[src/rtl/mfp_eic_signal_filter.sv]
`default_nettype none
// ============================================================================
//  Module   : mfp_eic_signal_filter
//  Purpose  : Input conditioning for the AHB-Lite EIC. Raw asynchronous
//             interrupt lines are synchronised into HCLK, passed through a
//             per-channel glitch filter and presented on `signal`. A
//             registered one-cycle `change` strobe marks every toggle of
//             `signal` for debug/trace.
//  Ports    : HCLK        - system clock
//             HRESETn     - synchronous active-low reset
//             raw_signal  - asynchronous interrupt lines [CHANNELS]
//             filter_en   - per-channel filter enable (0 = bypass filter)
//             filter_len  - global acceptance threshold [CNT_WIDTH]
//             signal      - conditioned lines to the EIC (registered)
//             change      - one-cycle toggle strobe per channel (registered)
//  Revision : 1.0 - initial release
// ============================================================================
module mfp_eic_signal_filter #(
    parameter int CHANNELS    = 40,
    parameter int SYNC_STAGES = 2,   // legal range 2..4
    parameter int CNT_WIDTH   = 4
) (
    input  logic                 HCLK,
    input  logic                 HRESETn,
    input  logic [CHANNELS-1:0]  raw_signal,
    input  logic [CHANNELS-1:0]  filter_en,
    input  logic [CNT_WIDTH-1:0] filter_len,
    output logic [CHANNELS-1:0]  signal,
    output logic [CHANNELS-1:0]  change
);

    localparam logic [CNT_WIDTH-1:0] CNT_ONE = CNT_WIDTH'(1);

    // Synchroniser chain: stage 0 captures the pins, last stage feeds the filter.
    logic [CHANNELS-1:0]  sync_q [SYNC_STAGES];
    logic [CHANNELS-1:0]  sync_last;

    logic [CNT_WIDTH-1:0] cnt_q  [CHANNELS];
    logic [CNT_WIDTH-1:0] cnt_d  [CHANNELS];

    logic [CHANNELS-1:0]  signal_q;
    logic [CHANNELS-1:0]  signal_d;
    // Copy of signal from the previous edge; change is derived from it so the
    // strobe follows the toggle by one full cycle.
    logic [CHANNELS-1:0]  signal_dly_q;
    logic [CHANNELS-1:0]  change_q;

    assign sync_last = sync_q[SYNC_STAGES-1];

    // ------------------------------------------------------------------
    // Synchroniser: plain flop chain, nothing between the stages.
    // ------------------------------------------------------------------
    always_ff @(posedge HCLK) begin
        if (!HRESETn) begin
            for (int st = 0; st < SYNC_STAGES; st++) begin
                sync_q[st] <= '0;
            end
        end else begin
            sync_q[0] <= raw_signal;
            for (int st = 1; st < SYNC_STAGES; st++) begin
                sync_q[st] <= sync_q[st-1];
            end
        end
    end

    // ------------------------------------------------------------------
    // Filter next-state. The counter measures how many consecutive edges
    // the synchronised input has disagreed with the output; the new level
    // is taken once that run has reached filter_len. Because the counter
    // only increments while strictly below filter_len it never wraps, and
    // the >= test lets a lowered filter_len take effect immediately.
    // ------------------------------------------------------------------
    always_comb begin
        signal_d = signal_q;
        for (int ch = 0; ch < CHANNELS; ch++) begin
            cnt_d[ch] = '0;
            if (!filter_en[ch]) begin
                signal_d[ch] = sync_last[ch];
            end else if (sync_last[ch] == signal_q[ch]) begin
                cnt_d[ch] = '0;
            end else if (cnt_q[ch] >= filter_len) begin
                signal_d[ch] = sync_last[ch];
            end else begin
                cnt_d[ch] = cnt_q[ch] + CNT_ONE;
            end
        end
    end

    // ------------------------------------------------------------------
    // Filter state, output and change strobe registers.
    // ------------------------------------------------------------------
    always_ff @(posedge HCLK) begin
        if (!HRESETn) begin
            for (int ch = 0; ch < CHANNELS; ch++) begin
                cnt_q[ch] <= '0;
            end
            signal_q     <= '0;
            signal_dly_q <= '0;
            change_q     <= '0;
        end else begin
            for (int ch = 0; ch < CHANNELS; ch++) begin
                cnt_q[ch] <= cnt_d[ch];
            end
            signal_q     <= signal_d;
            signal_dly_q <= signal_q;
            change_q     <= signal_q ^ signal_dly_q;
        end
    end

    assign signal = signal_q;
    assign change = change_q;

endmodule
`default_nettype wire

[config.mk]
export PLATFORM = sky130hd
export DESIGN_NAME = mfp_eic_signal_filter
export DESIGN_NICKNAME = d
export VERILOG_FILES = /design/src/rtl/mfp_eic_signal_filter.sv
export SDC_FILE = /design/constraint.sdc
export NUM_CORES = 1
export LEC_CHECK = 0
export ABC_AREA = 0
export BUFFER_PORTS_ARGS = -buffer_cell sky130_fd_sc_hd__clkbuf_2
export CAP_MARGIN = 20
export CORE_UTILIZATION = 60
export CTS_CLUSTER_DIAMETER = 200
export DETAILED_ROUTE_END_ITERATION = 10
export PLACE_DENSITY = 0.78
export RECOVER_POWER = 25
export SYNTH_ARGS = -nofsm -noshare
export SYNTH_HDL_FRONTEND = slang
export SYNTH_SLANG_ARGS = --single-unit
[constraint.sdc]
create_clock -name HCLK -period 4.1 [get_ports HCLK]
set_input_delay 0.41 -clock HCLK [delete_from_list [all_inputs] [get_ports HCLK]]
set_output_delay 0.41 -clock HCLK [all_outputs]
set_load 0.01 [all_outputs]
==> impl_results.md, run 1 <==
- Grt total ovfl: 0
- CTS root buffer: clkbuf_16
- Clk_lat worst skew: 0.51 ns
- Status: finished clean
- Detailed placement HPWL: ~20000 um
- Fill cells: approximately 2000
- Vias in the first global route: 11020
- Layout Nets: 2021
- Fin. Hold Viols: 0
- R2r setup slk: 2.61 ns
- Crit Path Max Fanout: 29
- Post_cts resized: 0
- First-pass GRT wire length: 50430 um
- CP startpoint kind: primary input
- Critical path startpoint: filter_len[0]
- Lkg Pwr: 8.629 nW
- H-tree Lvls: 2
- Post-synthesis cell type count: 22
- Top cells by area, synth: dfxtp_1 44%, ha_1 15%, xor2_1 6.3%
- Die Wd: 168.1 um
- Register area: ~7000 um^2
- RSZ-0062 raised after global routing: no
- Post-Synth Adder-Cell Area: 0.1512
- Maximum vdd drop: 364.0 uV
- # rows: 60
- Mux cell area share after synthesis: 0.02419
- Synth warn: 0
- Fin Clk Skew: 0.007718 ns
- Drt pass-1 iters: 4
- Max_cap viols: 0
- Max Freq: 513.8 MHz
- CP Class: primary input to flip-flop
- Post-synthesis simple-gate area fraction: 0.2358
- IO Pins: 166
- Critical Path End Type: flip-flop
- Final setup viols: 0
- Antenna-violating nets left: 0
- Worst Path Arrival: roughly 2.4 ns
- Sequential share of the synthesized area: 0.4354
- Final Cycle Share: 0.4747
- Port bufs: 165
- Min Tclk post-route: between 1.5 and 2 ns
- Total negative slack: 0 ns
- Cell area after synthesis: 16550 um^2
- Core Area: 27030 um^2
- Slew @ Worst Pin: around 0.94 ns
- # diodes: 0
- Final GP Congestion: 0.8137
- HP Class: primary input to flip-flop
- Post-Syn Area per Cell: about 11 um^2
- Crit path max-delay family: buffers and inverters
- Critical R2R Launch: cnt_q[3][20]
- Post-Synth XOR/XNOR Area: 0.08466
- Synth top area share: 0.4354
- Routed WL: ~29000 um
- Largest family of logic cells by synthesized area: simple AND/OR/NAND/NOR gates
- Hold-fix buffers, CTS: 0
- TritonCTS clock tree: done
- Seq cells post-synth: 360
- Slew Limit Fails: 0
- Critical path cell sequence: clkbuf_2 -> buf_4 -> ha_1 -> nor3b_1 -> nor2_1 -> nor3_1
- Overall Global Routing Usage: 0.2126
- Synthesis-to-finish area growth: 14.46%
- Clock sink count: 360
- Setup Fix Bufs, Post-CTS: 0
- Largest net degree at the start of global routing: 116
- Cells after Synth: 1550
- Number of CTS-inserted buffers: 38
- Slew margin rel.: 0.3752
- Residual DRC: 0
- Synth area leader: dfxtp_1
- Buffers and inverters on the worst path: 2
- Initial antenna violation count: 0
- Drt wl/cell: 13.93 um
- Starting Density: 0.6125
- Mapped Nets: between 1500 and 2000
- CP required: 4.52 ns
- Finished Cell Area: 18950 um^2
- Die Y-Extent: around 170 um
- Worst hold start: raw_signal[16]
- Worst-case clock buffer depth: 3
- DP Area: approximately 18000 um^2
- PwrDens: approximately 400 nW/um^2
- Fin Hold WS: 0.09833 ns
- Critical Path Slowest Stage Cell: clkbuf_2
- Layout cells sized above 1: 0.2008
- Clk pin slew, worst setup/hold paths: 0.06 ns
- CP peak stage delay: 0.69 ns
- DRT iter0 DRCs: 395
- Vias per inst: 5.266
- Area of the multi-input gates: ~9000 um^2
- Vias: 11050
- Die ar.: 28250 um^2
- Compound-Gate Fraction of Synth Area: 0.03628
==> kinds of logic (layout without fill, tap and decap cells) <==
kind of cell    count (synthesis)  count (layout)
compound gates                 80              80
xor+xnor                      160             160
fa+ha+maj                     200             200
buf+inv                       110             318
flops                         360             360
mux                            40              40
simple gates                  600             600
==> synth_stat cells <==
cell / count
nor3_2: 40
xnor2_1: 40
nor3b_1: 40
dfxtp_1: 360
nand4_2: 40
buf_8: 1
nor2_1: 40
nor3b_2: 40
xor2_1: 120
nand2_1: 120
nor2b_1: 40
nand3_1: 40
buf_4: 1
clkbuf_2: 12
buf_6: 12
clkbuf_4: 1
ha_1: 200
inv_1: 83
nor3_1: 80
mux2i_1: 40
o211ai_1: 80
and2_1: 120
==> layout by cell type, fill, tap and decap left out, types with 41 or more instances in the layout <==
cell type  instances
xor2_1           120
and2_1            92
inv_1             80
nor3_1            80
clkbuf_16         41
clkbuf_2         164
o211ai_1          80
nand2_1          120
ha_1             200
dfxtp_1          360
==> layer usage <==
metal / share of wire / global-route usage / vias up
li1: - / - / 5709
met2: 0.48 / 0.3712 / 186
met5: 0 / 0 / -
met4: 0.021 / 0.05968 / 0
met1: 0.46 / 0.2705 / 5108
met3: 0.040 / 0.03550 / 51
==> final timing paths <==
| check | end | cells after the start |
|---|---|---|
| max | cnt_q[3][23] | 6 |
| min | sync_q[0][16] | 2 |
| max reg2reg | cnt_q[3][23] | 5 |
| min reg2reg | sync_q[0][74] | 1 |
==> metrics by stage <==
step	cells	utilization	total power, mW	worst slack, ns
2_1_floorplan	1550	-	4.010	2.045
3_3_place_gp	2036	0.6531	4.140	1.719
3_5_place_dp	2036	0.6531	4.156	1.631
4_1_cts	2099	0.7010	7.676	2.150
5_1_grt	2099	0.7010	7.876	2.022
6_report	2099	0.7010	7.577	2.154
==> sequential cells by signal, indices dropped and copies added, names as in the netlist <==
signal        cells
signal_dly_q     40
signal           40
change           40
sync_q           80
cnt_q           160
==> area by class of cell <==
class | instances | area share
Inverter | 83 | 0.01644
Clock buffer | 56 | 0.06241
Timing Repair Buffer | 172 | 0.04735
Clock inverter | 7 | 0.005944
Tap cell | 341 | 0.02252
Multi-Input combinational cell | 1080 | 0.4649
Sequential cell | 360 | 0.3804
==> report_power, final <==
part,internal [mW],switching (mW)
combinational,0.195,0.263
sequential,3.57,0.0454
clock,2.17,1.33
Note: power is estimated with default switching activity, not from simulation.
==> run 2: changes to the inputs <==
Settings changed: CORE_UTILIZATION 60 to 54, PLACE_DENSITY 0.78 to 0.74.
Clock period 4.1 ns to 1.7 ns, I/O delays scaled along.
==> run 2 against run 1 <==
  * Clock power increased by 140%
  * Via count up 1.3%
  * Clock skew is 0.0043 ns higher
  * Global-route usage shrank 1.7 points
  * Final area grew 3.2%
  * Worst setup slack got worse by 1.9 ns
  * Sequential power grew 140%
  * Combinational power grew to 2.7 times the previous value
  * Critical path type is now flip-flop to flip-flop
==> impl_results.md, run 2 (synthesis gave the netlist of run 1 again) <==
- Layout Nets: 2069
- Routed WL: 29620 um
- Drt wl/cell: 13.45 um
- Finished Cell Area: 19560 um^2
- Max reg flops: 160
- CTS root buffer: clkbuf_16
- Total negative slack: 0 ns
- Port bufs: 165
- DP Area: between 15000 and 20000 um^2
- Fill cells: 2387
- Residual DRC: 0
- Buffers and inverters on the worst path: 1
- Largest net degree at the start of global routing: 51
- Grt met2 use: 0.3400
- Worst Path Arrival: 1.91 ns
- Sw Ratio: 0.2195
- PwrDens: just over 900 nW/um^2
- Global Route met3 Usage: 0.03608
- Critical Path Slowest Stage Cell: dfxtp_1
- CP peak stage delay: 0.38 ns
- Logic pwr share: 0.067
- Starting Density: 0.5540
- Crit Path Max Fanout: 4
- Largest Register: cnt_q
- CP Class: flip-flop to flip-flop
- IO Pins: 166
- Grt total ovfl: 0
- CP startpoint kind: flip-flop
- Final Cycle Share: 0.8690
- Number of CTS-inserted buffers: 39
- Maximum vdd drop: just under 700 uV
- Slew margin rel.: 0.3095
- CP required: 2.13 ns
- Most common cell after layout, fill and taps aside: dfxtp_1
- Crit path max-delay family: simple AND/OR/NAND/NOR gates
- Clk_lat worst skew: 0.51 ns
- Detailed placement HPWL: 20530 um
- Most frequent cells in the layout: 360 x dfxtp_1, 200 x ha_1, 164 x clkbuf_2
- P_int: 14.28 mW
- Max Freq: 676.9 MHz
- Critical path cell sequence: inv_1 -> ha_1 -> nor3b_1 -> nor2_1 -> nor3_1
- Final GP Congestion: around 0.78
- Layer with the highest usage: met2
- Fin. Hold Viols: 0
- # rows: 63
- Vias in the first global route: between 10000 and 15000
- Power after layout: 18.30 mW
- Slew @ Worst Pin: slightly above 1 ns
- DRT iter0 DRCs: 389
- Overall Global Routing Usage: 0.1958
- Synthesis-to-finish area growth: 18.15%
- Clock sink count: 360
- Die ar.: about 31000 um^2
- Clk pwr share: 0.456
- TritonCTS clock tree: done
- Status: finished clean
- Layout cells sized above 1: 0.1987
- Die Wd: 177.1 um
- H-tree Lvls: 2
- Hold-fix buffers, CTS: 40
- Initial antenna violation count: 0
- Core Area: 29870 um^2
- Lkg Pwr: 8.841 nW
- Post-layout util: 0.6546
- Biggest regs: cnt_q (160), sync_q (80)
- Drt pass-1 iters: 4
- P_sw: 4.017 mW
- RSZ-0062 raised after global routing: no
- Slew Limit Fails: 0
- Clk pin slew, worst setup/hold paths: 0.06 ns
- Die Y-Extent: 177.1 um
- Min Tclk post-route: 1.477 ns
- Worst-case clock buffer depth: 3
- Critical Path End Type: flip-flop
- Final setup viols: 0
- Routing usage on met1: 0.2439
- Vias: 11200
- Setup Fix Bufs, Post-CTS: 0
- Max_cap viols: 0
- Fin Clk Skew: 0.01203 ns
- Antenna-violating nets left: 0
- Register area: 7207 um^2
- Seq pwr share: 0.477
- HP Class: primary input to flip-flop
- Vias per inst: 5.088
- Area of the multi-input gates: 8808 um^2
- First-pass GRT wire length: 51030 um
- Post_cts resized: 0
- # diodes: 0
## run 2: worst paths after layout
path                                    start         endpoint  slack [ns]  depth (start not counted)
worst max register to register    cnt_q[4][4]      cnt_q[4][6]        0.22                          5
worst max-delay path              cnt_q[4][4]      cnt_q[4][6]        0.22                          5
worst min register to register  sync_q[0][16]    sync_q[0][56]        0.43                          1
worst min-delay path                  HRESETn  signal_dly_q[7]        0.05                          3
## run 2: cell type report
cell class | instances | share of cell area
multi-input combinational | 1080 | 0.4504
clock buffer | 59 | 0.06052
clock inverter | 11 | 0.005502
timing repair buffer | 219 | 0.07358
inverter | 83 | 0.01651
tap | 390 | 0.02495
sequential | 360 | 0.3685
## run 2: worst min-delay path, delay by kind of cell
| family | cells | cell delay, ns |
|---|---|---|
| and+or+nand+nor | 1 | 0.12 |
| buffers and inverters | 2 | 0.21 |
## run 2: routing by layer
layer / wire (um) / part of all wire
met3: 1238 / 0.042
met1: 13730 / 0.46
met2: 13940 / 0.47
met5: 0 / 0
met4: 716 / 0.024
## run 2: power groups by stage
stage,clock network (mW),logic [mW],registers [mW]
after floorplan,0,0.760,8.91
after global placement,0,1.13,8.91
after detailed placement,0,1.17,8.91
after CTS,8.57,1.25,8.73
after global routing,8.98,1.38,8.75
final,8.35,1.22,8.73
## run 2: metrics by stage
step | worst slack [ns] | hold WS, ns | instances
after floorplan | 0.02449 | 0.2973 | 1550
after global placement | 0.1173 | 0.3748 | 2092
after detailed placement | 0.09060 | 0.3792 | 2092
after CTS | 0.2241 | 0.03674 | 2202
after global routing | 0.06772 | 0.04700 | 2202
final | 0.2226 | 0.04613 | 2202
